===== config.mk =====
export PLATFORM = sky130hd
export DESIGN_NAME = instr_decode_queue_flat
export DESIGN_NICKNAME = d
export VERILOG_FILES = /design/src/rtl/instr_decode_queue_if.sv /design/src/rtl/instr_decode_queue.sv /design/src/flat_wrapper.sv
export SDC_FILE = /design/constraint.sdc
export NUM_CORES = 1
export LEC_CHECK = 0
export ABC_AREA = 1
export CAP_MARGIN = 10
export CORE_MARGIN = 2
export CORE_UTILIZATION = 36
export CTS_BUF_LIST = sky130_fd_sc_hd__clkbuf_4 sky130_fd_sc_hd__clkbuf_8 sky130_fd_sc_hd__clkbuf_16
export DETAILED_ROUTE_END_ITERATION = 8
export PLACE_DENSITY = 0.61
export RECOVER_POWER = 100
export SETUP_SLACK_MARGIN = 0.15
export SLEW_MARGIN = 20
export SYNTH_ARGS = -nofsm -noshare
export SYNTH_HDL_FRONTEND = slang
export SYNTH_SLANG_ARGS = --single-unit

===== constraint.sdc =====
create_clock -name clk -period 5.7 [get_ports clk]
set_input_delay 0.57 -clock clk [delete_from_list [all_inputs] [get_ports clk]]
set_output_delay 0.57 -clock clk [all_outputs]
set_load 0.03 [all_outputs]

===== src/rtl/instr_decode_queue_if.sv =====
// Handshake and decoded-field bundle between fetch, the decode queue and register read.
// The master side drives fetch words and consumes the head; the slave side is the queue.
interface instr_decode_queue_if #(
  parameter int DEPTH     = 4,
  parameter int IMM_WIDTH = 32
);
  localparam int CNT_W = $clog2(DEPTH + 1);

  logic                 flush;
  logic                 in_valid;
  logic                 in_ready;
  logic [31:0]          in_instr;
  logic                 out_valid;
  logic                 out_ready;
  logic [3:0]           out_group;
  logic [3:0]           out_ra;
  logic [3:0]           out_rb;
  logic [3:0]           out_rc;
  logic [3:0]           out_opcode;
  logic [IMM_WIDTH-1:0] out_imm;
  logic [1:0]           out_ldst_type;
  logic                 out_causes_stall;
  logic                 out_bad_group;
  logic [CNT_W-1:0]     count;
  logic                 stall_pending;

  modport master (
    output flush, in_valid, in_instr, out_ready,
    input  in_ready, out_valid, out_group, out_ra, out_rb, out_rc, out_opcode,
           out_imm, out_ldst_type, out_causes_stall, out_bad_group, count, stall_pending
  );

  modport slave (
    input  flush, in_valid, in_instr, out_ready,
    output in_ready, out_valid, out_group, out_ra, out_rb, out_rc, out_opcode,
           out_imm, out_ldst_type, out_causes_stall, out_bad_group, count, stall_pending
  );
endinterface


===== src/rtl/instr_decode_queue.sv =====
// Decoded-instruction queue: decodes fetch words on accept, buffers them in a circular
// array and tracks how many queued entries will stall so interrupts can be held off.
module instr_decode_queue #(
  parameter int         DEPTH                = 4,
  parameter int         IMM_WIDTH            = 32,
  parameter logic [3:0] CTRL_FLOW_BAD_OPCODE = 4'hC,
  parameter logic [3:0] IRETA_OPCODE         = 4'h2,
  parameter logic [3:0] IDSTA_OPCODE         = 4'h3
) (
  input  logic                  clk,
  input  logic                  rst_n,
  instr_decode_queue_if.slave   q
);
  localparam int PTR_W = $clog2(DEPTH);
  localparam int CNT_W = $clog2(DEPTH + 1);

  typedef struct packed {
    logic [3:0]           group;
    logic [3:0]           ra;
    logic [3:0]           rb;
    logic [3:0]           rc;
    logic [3:0]           opcode;
    logic [IMM_WIDTH-1:0] imm;
    logic [1:0]           ldst_type;
    logic                 causes_stall;
    logic                 bad_group;
  } entry_t;

  function automatic entry_t decode(input logic [31:0] instr);
    entry_t e;
    e       = '0;
    e.group = instr[31:28];
    e.ra    = instr[27:24];
    e.rb    = instr[23:20];
    case (instr[31:28])
      4'd0: begin
        e.rc     = instr[19:16];
        e.opcode = instr[3:0];
      end
      4'd1: begin
        e.opcode = instr[19:16];
        e.imm    = IMM_WIDTH'(instr[15:0]);
      end
      4'd2: begin
        e.opcode       = instr[19:16];
        e.imm          = IMM_WIDTH'($signed(instr[15:0]));
        e.causes_stall = (instr[19:16] < CTRL_FLOW_BAD_OPCODE);
      end
      4'd3, 4'd4: begin
        e.rc           = instr[19:16];
        e.opcode       = instr[3:0];
        e.causes_stall = (instr[3:0] < CTRL_FLOW_BAD_OPCODE);
      end
      4'd5: begin
        e.rc           = instr[19:16];
        e.opcode       = instr[15:12];
        e.imm          = IMM_WIDTH'($signed(instr[11:0]));
        e.ldst_type    = instr[13:12];
        e.causes_stall = 1'b1;
      end
      4'd6: begin
        e.rc           = instr[19:16];
        e.opcode       = instr[3:0];
        e.causes_stall = (instr[3:0] == IRETA_OPCODE) || (instr[3:0] == IDSTA_OPCODE);
      end
      default: begin
        // Unknown groups become a NOP so downstream never sees stray register indices.
        e           = '0;
        e.bad_group = 1'b1;
      end
    endcase
    return e;
  endfunction

  entry_t           mem_r [DEPTH];
  logic [PTR_W-1:0] wr_ptr_r;
  logic [PTR_W-1:0] rd_ptr_r;
  logic [CNT_W-1:0] count_r;
  logic [CNT_W-1:0] stall_cnt_r;

  entry_t           in_dec_s;
  entry_t           head_s;
  logic             push_s;
  logic             pop_s;
  logic             full_s;
  logic             empty_s;
  logic             stall_inc_s;
  logic             stall_dec_s;
  logic [CNT_W-1:0] count_nxt_s;
  logic [CNT_W-1:0] stall_cnt_nxt_s;

  // Handshake qualification and decode of the incoming word.
  always_comb begin
    in_dec_s    = decode(q.in_instr);
    head_s      = mem_r[rd_ptr_r];
    full_s      = (count_r == CNT_W'(DEPTH));
    empty_s     = (count_r == {CNT_W{1'b0}});
    push_s      = q.in_valid & ~full_s;
    pop_s       = q.out_ready & ~empty_s;
    stall_inc_s = push_s & in_dec_s.causes_stall;
    stall_dec_s = pop_s & head_s.causes_stall;
  end

  // Next occupancy and next stall-entry count; a simultaneous up and down cancel.
  always_comb begin
    count_nxt_s     = count_r;
    stall_cnt_nxt_s = stall_cnt_r;
    if (push_s && !pop_s) begin
      count_nxt_s = count_r + CNT_W'(1);
    end else if (pop_s && !push_s) begin
      count_nxt_s = count_r - CNT_W'(1);
    end else begin
      count_nxt_s = count_r;
    end
    if (stall_inc_s && !stall_dec_s) begin
      stall_cnt_nxt_s = stall_cnt_r + CNT_W'(1);
    end else if (stall_dec_s && !stall_inc_s) begin
      stall_cnt_nxt_s = stall_cnt_r - CNT_W'(1);
    end else begin
      stall_cnt_nxt_s = stall_cnt_r;
    end
  end

  // Pointer, occupancy and stall-count state; flush outranks any handshake.
  always_ff @(posedge clk or negedge rst_n) begin
    if (!rst_n) begin
      wr_ptr_r    <= {PTR_W{1'b0}};
      rd_ptr_r    <= {PTR_W{1'b0}};
      count_r     <= {CNT_W{1'b0}};
      stall_cnt_r <= {CNT_W{1'b0}};
    end else if (q.flush) begin
      wr_ptr_r    <= {PTR_W{1'b0}};
      rd_ptr_r    <= {PTR_W{1'b0}};
      count_r     <= {CNT_W{1'b0}};
      stall_cnt_r <= {CNT_W{1'b0}};
    end else begin
      if (push_s) begin
        wr_ptr_r <= wr_ptr_r + PTR_W'(1);
      end
      if (pop_s) begin
        rd_ptr_r <= rd_ptr_r + PTR_W'(1);
      end
      count_r     <= count_nxt_s;
      stall_cnt_r <= stall_cnt_nxt_s;
    end
  end

  // Entry storage; contents are deliberately left unreset.
  always_ff @(posedge clk) begin
    if (push_s && !q.flush) begin
      mem_r[wr_ptr_r] <= in_dec_s;
    end
  end

  assign q.in_ready         = ~full_s;
  assign q.out_valid        = ~empty_s;
  assign q.count            = count_r;
  assign q.stall_pending    = (stall_cnt_r != {CNT_W{1'b0}});
  assign q.out_group        = head_s.group;
  assign q.out_ra           = head_s.ra;
  assign q.out_rb           = head_s.rb;
  assign q.out_rc           = head_s.rc;
  assign q.out_opcode       = head_s.opcode;
  assign q.out_imm          = head_s.imm;
  assign q.out_ldst_type    = head_s.ldst_type;
  assign q.out_causes_stall = head_s.causes_stall;
  assign q.out_bad_group    = head_s.bad_group;
endmodule


===== src/flat_wrapper.sv =====
// flat-port wrapper written by rule: the top's interface ports become plain ports
module instr_decode_queue_flat 
#(
  parameter int         DEPTH                = 4,
  parameter int         IMM_WIDTH            = 32,
  parameter logic [3:0] CTRL_FLOW_BAD_OPCODE = 4'hC,
  parameter logic [3:0] IRETA_OPCODE         = 4'h2,
  parameter logic [3:0] IDSTA_OPCODE         = 4'h3
)
  (clk, rst_n, q_flush, q_in_valid, q_in_instr, q_out_ready, q_in_ready, q_out_valid, q_out_group, q_out_ra, q_out_rb, q_out_rc, q_out_opcode, q_out_imm, q_out_ldst_type, q_out_causes_stall, q_out_bad_group, q_count, q_stall_pending);
  instr_decode_queue_if #(.DEPTH(DEPTH), .IMM_WIDTH(IMM_WIDTH)) q_i ();
  input  logic clk;
  input  logic rst_n;
  input wire logic [$bits(q_i.flush)-1:0] q_flush;
  input wire logic [$bits(q_i.in_valid)-1:0] q_in_valid;
  input wire logic [$bits(q_i.in_instr)-1:0] q_in_instr;
  input wire logic [$bits(q_i.out_ready)-1:0] q_out_ready;
  output wire logic [$bits(q_i.in_ready)-1:0] q_in_ready;
  output wire logic [$bits(q_i.out_valid)-1:0] q_out_valid;
  output wire logic [$bits(q_i.out_group)-1:0] q_out_group;
  output wire logic [$bits(q_i.out_ra)-1:0] q_out_ra;
  output wire logic [$bits(q_i.out_rb)-1:0] q_out_rb;
  output wire logic [$bits(q_i.out_rc)-1:0] q_out_rc;
  output wire logic [$bits(q_i.out_opcode)-1:0] q_out_opcode;
  output wire logic [$bits(q_i.out_imm)-1:0] q_out_imm;
  output wire logic [$bits(q_i.out_ldst_type)-1:0] q_out_ldst_type;
  output wire logic [$bits(q_i.out_causes_stall)-1:0] q_out_causes_stall;
  output wire logic [$bits(q_i.out_bad_group)-1:0] q_out_bad_group;
  output wire logic [$bits(q_i.count)-1:0] q_count;
  output wire logic [$bits(q_i.stall_pending)-1:0] q_stall_pending;
  assign q_i.flush = q_flush;
  assign q_i.in_valid = q_in_valid;
  assign q_i.in_instr = q_in_instr;
  assign q_i.out_ready = q_out_ready;
  assign q_in_ready = q_i.in_ready;
  assign q_out_valid = q_i.out_valid;
  assign q_out_group = q_i.out_group;
  assign q_out_ra = q_i.out_ra;
  assign q_out_rb = q_i.out_rb;
  assign q_out_rc = q_i.out_rc;
  assign q_out_opcode = q_i.out_opcode;
  assign q_out_imm = q_i.out_imm;
  assign q_out_ldst_type = q_i.out_ldst_type;
  assign q_out_causes_stall = q_i.out_causes_stall;
  assign q_out_bad_group = q_i.out_bad_group;
  assign q_count = q_i.count;
  assign q_stall_pending = q_i.stall_pending;
  instr_decode_queue #(.DEPTH(DEPTH), .IMM_WIDTH(IMM_WIDTH), .CTRL_FLOW_BAD_OPCODE(CTRL_FLOW_BAD_OPCODE), .IRETA_OPCODE(IRETA_OPCODE), .IDSTA_OPCODE(IDSTA_OPCODE)) u_core (.clk(clk), .rst_n(rst_n), .q(q_i));
endmodule

==> results of run 1 <==
==> placed cells by master, fill, tap and decap left out, types with 5 or more instances in the layout <==
master and instances:
nand3_1 18, clkdlybuf4s50_1 33, dlygate4sd3_1 65, o22ai_1 41
edfxtp_1 164, clkbuf_16 17, bufinv_16 5, o21ai_0 89
nand2_1 51, inv_1 50, dfrtp_1 9, nor2_1 120
==> cell type report <==
| cell class | count | area, µm² |
|---|---|---|
| clock buffer | 18 | 433 |
| inverter | 55 | 206 |
| fill | 1811 | 11000 |
| tap | 270 | 338 |
| sequential | 174 | 5180 |
| multi-input combinational | 351 | 1710 |
| clock inverter | 14 | 215 |
| timing repair buffer | 106 | 1020 |
==> per-stage QoR <==
step                      worst slack, ps  util [%]  hold WS (ps)  power [mW]
final                                1360      45.3           548        4.08
after global routing                  936      45.3           564        4.26
after CTS                            1800      45.5           472        4.19
after detailed placement             2260      42.3           536        2.93
after global placement               2410      42.3           518        2.90
after floorplan                      2180         -           274        2.44
==> critical path: cells and delay by family (launching register included) <==
| kind | cells | cell delay, ps |
|---|---|---|
| AO/OA/AOI/OAI | 2 | 960 |
| buffers and inverters | 2 | 2020 |
| flip-flops | 1 | 360 |
==> power groups by stage <==
| stage | Sequential [mW] | Combinational (mW) | Clock (mW) |
|---|---|---|---|
| global route | 1.54 | 1.39 | 1.33 |
| global placement | 1.55 | 1.34 | 0 |
| floorplan | 1.57 | 0.864 | 0 |
| detailed placement | 1.56 | 1.37 | 0 |
| finish | 1.54 | 1.28 | 1.25 |
| CTS | 1.53 | 1.38 | 1.28 |
==> how the worst max path moves through the flow <==
| stage | depth (start not counted) | to | from | slack, ps |
|---|---|---|---|---|
| global route | 4 | q_out_imm[21] | u_core.rd_ptr_r[0] | 940 |
| floorplan | 6 | u_core.mem_r[0][0] | u_core.q.count[1] | 2180 |
| CTS | 4 | q_out_imm[24] | u_core.rd_ptr_r[0] | 1800 |
| detailed placement | 4 | q_out_imm[24] | u_core.rd_ptr_r[0] | 2260 |
| global placement | 4 | q_out_imm[16] | u_core.rd_ptr_r[0] | 2410 |
| finish | 4 | q_out_imm[24] | u_core.rd_ptr_r[0] | 1360 |
==> sequential cells by signal, summed over array words and instances, names as in the netlist <==
signal	cells
u_core.mem_r	164
u_core.q.count	3
u_core.stall_cnt_r	3
u_core.rd_ptr_r	2
u_core.wr_ptr_r	2
==> metal layers <==
metal | GRT usage (%) | share of wire (%)
met4 | 5.44 | 1.4
met5 | 0 | 0.065
met2 | 27.8 | 51
met3 | 3.44 | 5.2
met1 | 20.0 | 42
==> cells by family after synthesis <==
family                   synth area share, %
AO/OA/AOI/OAI                           10.7
XOR/XNOR                               0.120
adder cells (fa/ha/maj)                 1.23
buffers and inverters                   5.89
flip-flops                              70.8
other                                 0.0513
AND/OR/NAND/NOR                         11.2
==> metrics, run 1 <==
internal power roughly 2.7 mW; RSZ-0062 raised after global routing false; Routed WL 17,000 µm; fmax about 230 MHz; die area between 20,000 and 25,000 µm²; Starting DRT DRC Count 349; cts bufs inserted 17; first drt pass iteration count 5; CTS Root Cell clkbuf_16; clk_lat worst skew around 420 ps; post-CTS setup buffers 0; design area 9100 µm²; sw frac ~34%; CTS tree built; Synthesis Warnings 0; Remaining DRCs 0; final count of hold timing violations 0; R2R depth 7; Worst Setup Start Kind flop; required time worst endpoint 5130 ps; CTS Sinks 174; Ports 99; Post-synth EDFFs 164; top-count cell post-synth edfxtp_1; Max Cap Viol 5; setup_tns 0 ps; Total Routing Usage GR 16.0%; Final Non-Filler Cells 988; Gate power share 31.5%; post-cts sizing count 0; CTS hold repair buffers 0; worst reg2reg endpoint u_core.mem_r[3][52]; GP Congestion 0.778; placed cell count 956; antenna-violating nets left 0; Async SR Flop Fraction 5.75%; die width about 150 µm; DP HPWL approximately 10000 µm; R2R Setup Slk between 1500 and 2000 ps; layout cells sized above 1 6.69%; Syn Area/Cell ~12 µm²; area of placed instances around 8500 µm²; vias in the first global route 4,907; initial antenna violation count 1; CTS H-tree depth 4; Clock Skew 9.91 ps; num rows 52; sequential power share 37.7%; Yosys top cell area share 67.4%; CTS clk-pin slew, worst paths ~70 ps; Critical Path AT about 3800 ps; worst hold path type in -> async; vias between 4,000 and 5,000; Area contributors post-synth edfxtp_1 67%, nor2_1 6.3%, o21ai_0 6.0%; first-pass GRT wire length roughly 26,000 µm; failing checks capacitance limit, slew limit; # setup viols final 0; Final Max Tran Viols 252; Worst Max-Slew Pin Slew 2800 ps; final worst path period share between 70% and 80%; die height 146 µm; largest net degree at the start of global routing 84; Synth area leader edfxtp_1; Final nets 748; Core Box Area approximately 20,000 µm²; Max VDD drop 0.000305 V; CP Capture Type output pin; library cells used by synthesis 32; synth-to-layout area growth 24.5%; IO Port Bufs 98; static leakage between 3 and 4 nW; type of the worst setup path reg -> out; Power per Cell Area approximately 450 nW/µm²; Critical-path top delay cell clkbuf_2; mapped cell area 7310 µm²; DR vias/cell 5.00; worst-path maximum fanout 83; Seq/Total Area, Yosys between 70% and 80%; Clock Path Buffers 2; Post-Syn Instances 620; Post-synth top cells 164 x edfxtp_1, 122 x nor2_1, 87 x o21ai_0; Final min period about 4300 ps; Ant. Diodes 0; run status finished, violations left; initial core utilization a little over a third; grt ovf 0; P_sw 1.38 mW; post-synthesis register bit count 174; Max transition margin -86.6%; Primary FF master, synth edfxtp_1; Critical Path Max Stage Delay 1170 ps; WL/cell 17.2 µm; r2r startpoint u_core.q.count[1]; worst-path cell chain clkbuf_2 -> o21ai_0 -> o22ai_1 -> dlygate4sd3_1; clock power share 30.8%
Note: power is estimated with default switching activity, not from simulation.
==> run 2, diff against run 1 <==
--- a/config.mk
+++ b/config.mk
@@ -11,7 +11,7 @@
 export CORE_UTILIZATION = 36
 export CTS_BUF_LIST = sky130_fd_sc_hd__clkbuf_4 sky130_fd_sc_hd__clkbuf_8 sky130_fd_sc_hd__clkbuf_16
 export DETAILED_ROUTE_END_ITERATION = 8
-export PLACE_DENSITY = 0.61
+export PLACE_DENSITY = 0.63
 export RECOVER_POWER = 100
 export SETUP_SLACK_MARGIN = 0.15
 export SLEW_MARGIN = 20
==> constraint.sdc (replaced) <==
create_clock -name clk -period 3.69 [get_ports clk]
set_input_delay 0.369 -clock clk [delete_from_list [all_inputs] [get_ports clk]]
set_output_delay 0.369 -clock clk [all_outputs]
set_load 0.03 [all_outputs]
==> run 2 against run 1 <==
  * The flow still finishes with violations (capacitance limit, slew limit)
  * Final area is 1.5% lower
  * Utilization shrank 0.67 points
  * Sequential share of layout area is 0.86 points higher
  * Clock power increased by 34%
  * Wire length fell by 3.0%
  * Highest routed layer is now met4
==> metrics, run 2 (same netlist as run 1, synthesis figures left out) <==
Starting DRT DRC Count 351; run status finished, violations left; Remaining DRCs 0; first drt pass iteration count 5; Final nets 755; Routed WL roughly 16,000 µm; initial antenna violation count 0; # setup viols final 0; r2r startpoint u_core.q.count[1]; first-pass GRT wire length 25,400 µm; die height 146 µm; Critical-path top delay cell dfrtp_2; Max Cap Viol 2; IO Port Bufs a little under 100; commonest cells after routing, fill and taps aside 164 x edfxtp_1, 121 x nor2_1, 88 x o21ai_0; Worst Setup Start Kind flop; CTS H-tree depth 4; required time worst endpoint 3320 ps; Final min period about 3200 ps; CTS Root Cell clkbuf_16; Final WS setup 472 ps; die area 21,500 µm²; CP Capture Type output pin; Ant. Diodes 0; post-cts sizing count 0; Setup crit start u_core.rd_ptr_r[0]; WL/cell 16.5 µm; R2R depth 7; Filler cells 1,848; Final Max Tran Viols 48; initial core utilization 36.4%; placed cell count 963; commonest non-fill, non-tap cell in the layout edfxtp_1; Max transition margin -7.87%; final count of hold timing violations 0; type of the worst setup path reg -> out; post-CTS setup buffers 0; Largest register FFs 164; synth-to-layout area growth 22.7%; Max VDD drop 0.000303 V; DP HPWL 10,400 µm; most frequent cell on the critical path clkbuf_1; vias 4,787; worst-path cell chain inv_2 -> buf_4 -> o21ai_0 -> o22ai_1 -> clkbuf_1 -> clkbuf_1; fmax 311 MHz; worst hold slack 339 ps; DR vias/cell 4.81; Clock Skew 9.70 ps; num rows between 50 and 60; Critical Path AT about 2900 ps; antenna-violating nets left 0; Worst Max-Slew Pin Slew 1620 ps; Power per Cell Area 666 nW/µm²; setup_tns 0 ps; total chip power 5.97 mW; largest net degree at the start of global routing 55; Most flops, register u_core.mem_r; RSZ-0062 raised after global routing false; CTS hold repair buffers 0; GP Congestion about 0.8; Core Box Area 20,100 µm²; CTS tree built; Ports 99; clk_lat worst skew 430 ps; worst-path maximum fanout 31; Core Util, Final 44.6%; final worst path period share 87.2%; worst hold path type in -> async; static leakage 3.28 nW; cts bufs inserted 17; Final Non-Filler Cells a little under 1,000; vias in the first global route 4,661; grt ovf 0; failing checks capacitance limit, slew limit; design area 8970 µm²; Critical Path Max Stage Delay 630 ps; area of placed instances 8560 µm²; Clock Path Buffers 2; worst slack, placed 947 ps; CTS Sinks 174; die width 146 µm; Total Routing Usage GR between 15 and 20%; CTS clk-pin slew, worst paths around 70 ps; layout cells sized above 1 7.31%
-- run 2: cell types whose count changed in the layout (fill, tap and decap cells not counted), moves of 2 or more --
cell / delta
inv_6: +5
clkbuf_1: +16
dlygate4sd3_1: -16
buf_12: +2
buf_4: +4
clkinv_2: -2
bufinv_16: -5
nor2_4: -2
clkinv_4: +3
-- run 2: routing by layer --
metal	GRT usage [%]	part of all wire, %	wire, µm	up-vias
li1	-	-	-	2343
met1	19.7	43	7130	2306
met2	26.5	50	8300	115
met3	3.13	4.0	651	23
met4	6.84	2.2	357	0
met5	0	0	0	-
-- run 2: path summary, 6_finish.rpt --
check                                 endpoint  slack (ps)
max                              q_out_imm[27]         470
min                          u_core.q.count[0]         340
max reg2reg                u_core.mem_r[3][43]         610
min reg2reg                 u_core.wr_ptr_r[1]         550
max in group asynchronous   u_core.rd_ptr_r[0]        2980
min in group clk            u_core.wr_ptr_r[1]         550
-- run 2: final cells by class --
cell class	count	area (µm²)	area share [%]
Tap cell	270	338	3.77
Sequential cell	174	5180	57.7
Timing Repair Buffer	113	998	11.1
Multi-Input combinational cell	351	1690	18.9
Inverter	55	206	2.30
Clock inverter	15	129	1.44
Clock buffer	17	425	4.74
-- run 2: where the power goes --
| part | leakage [nW] | total [mW] | switching, mW | internal, mW |
|---|---|---|---|---|
| logic | 1.36 | 1.91 | 1.31 | 0.599 |
| registers | 1.65 | 2.39 | 0.0750 | 2.32 |
| clock network | 0.267 | 1.67 | 0.784 | 0.883 |
-- run 2: worst max-delay path, delay by kind of cell, from the launching register on --
| kind | cells | cell delay (ps) |
|---|---|---|
| AO/OA/AOI/OAI | 2 | 240 |
| buffers and inverters | 4 | 1540 |
| flip-flops | 1 | 630 |
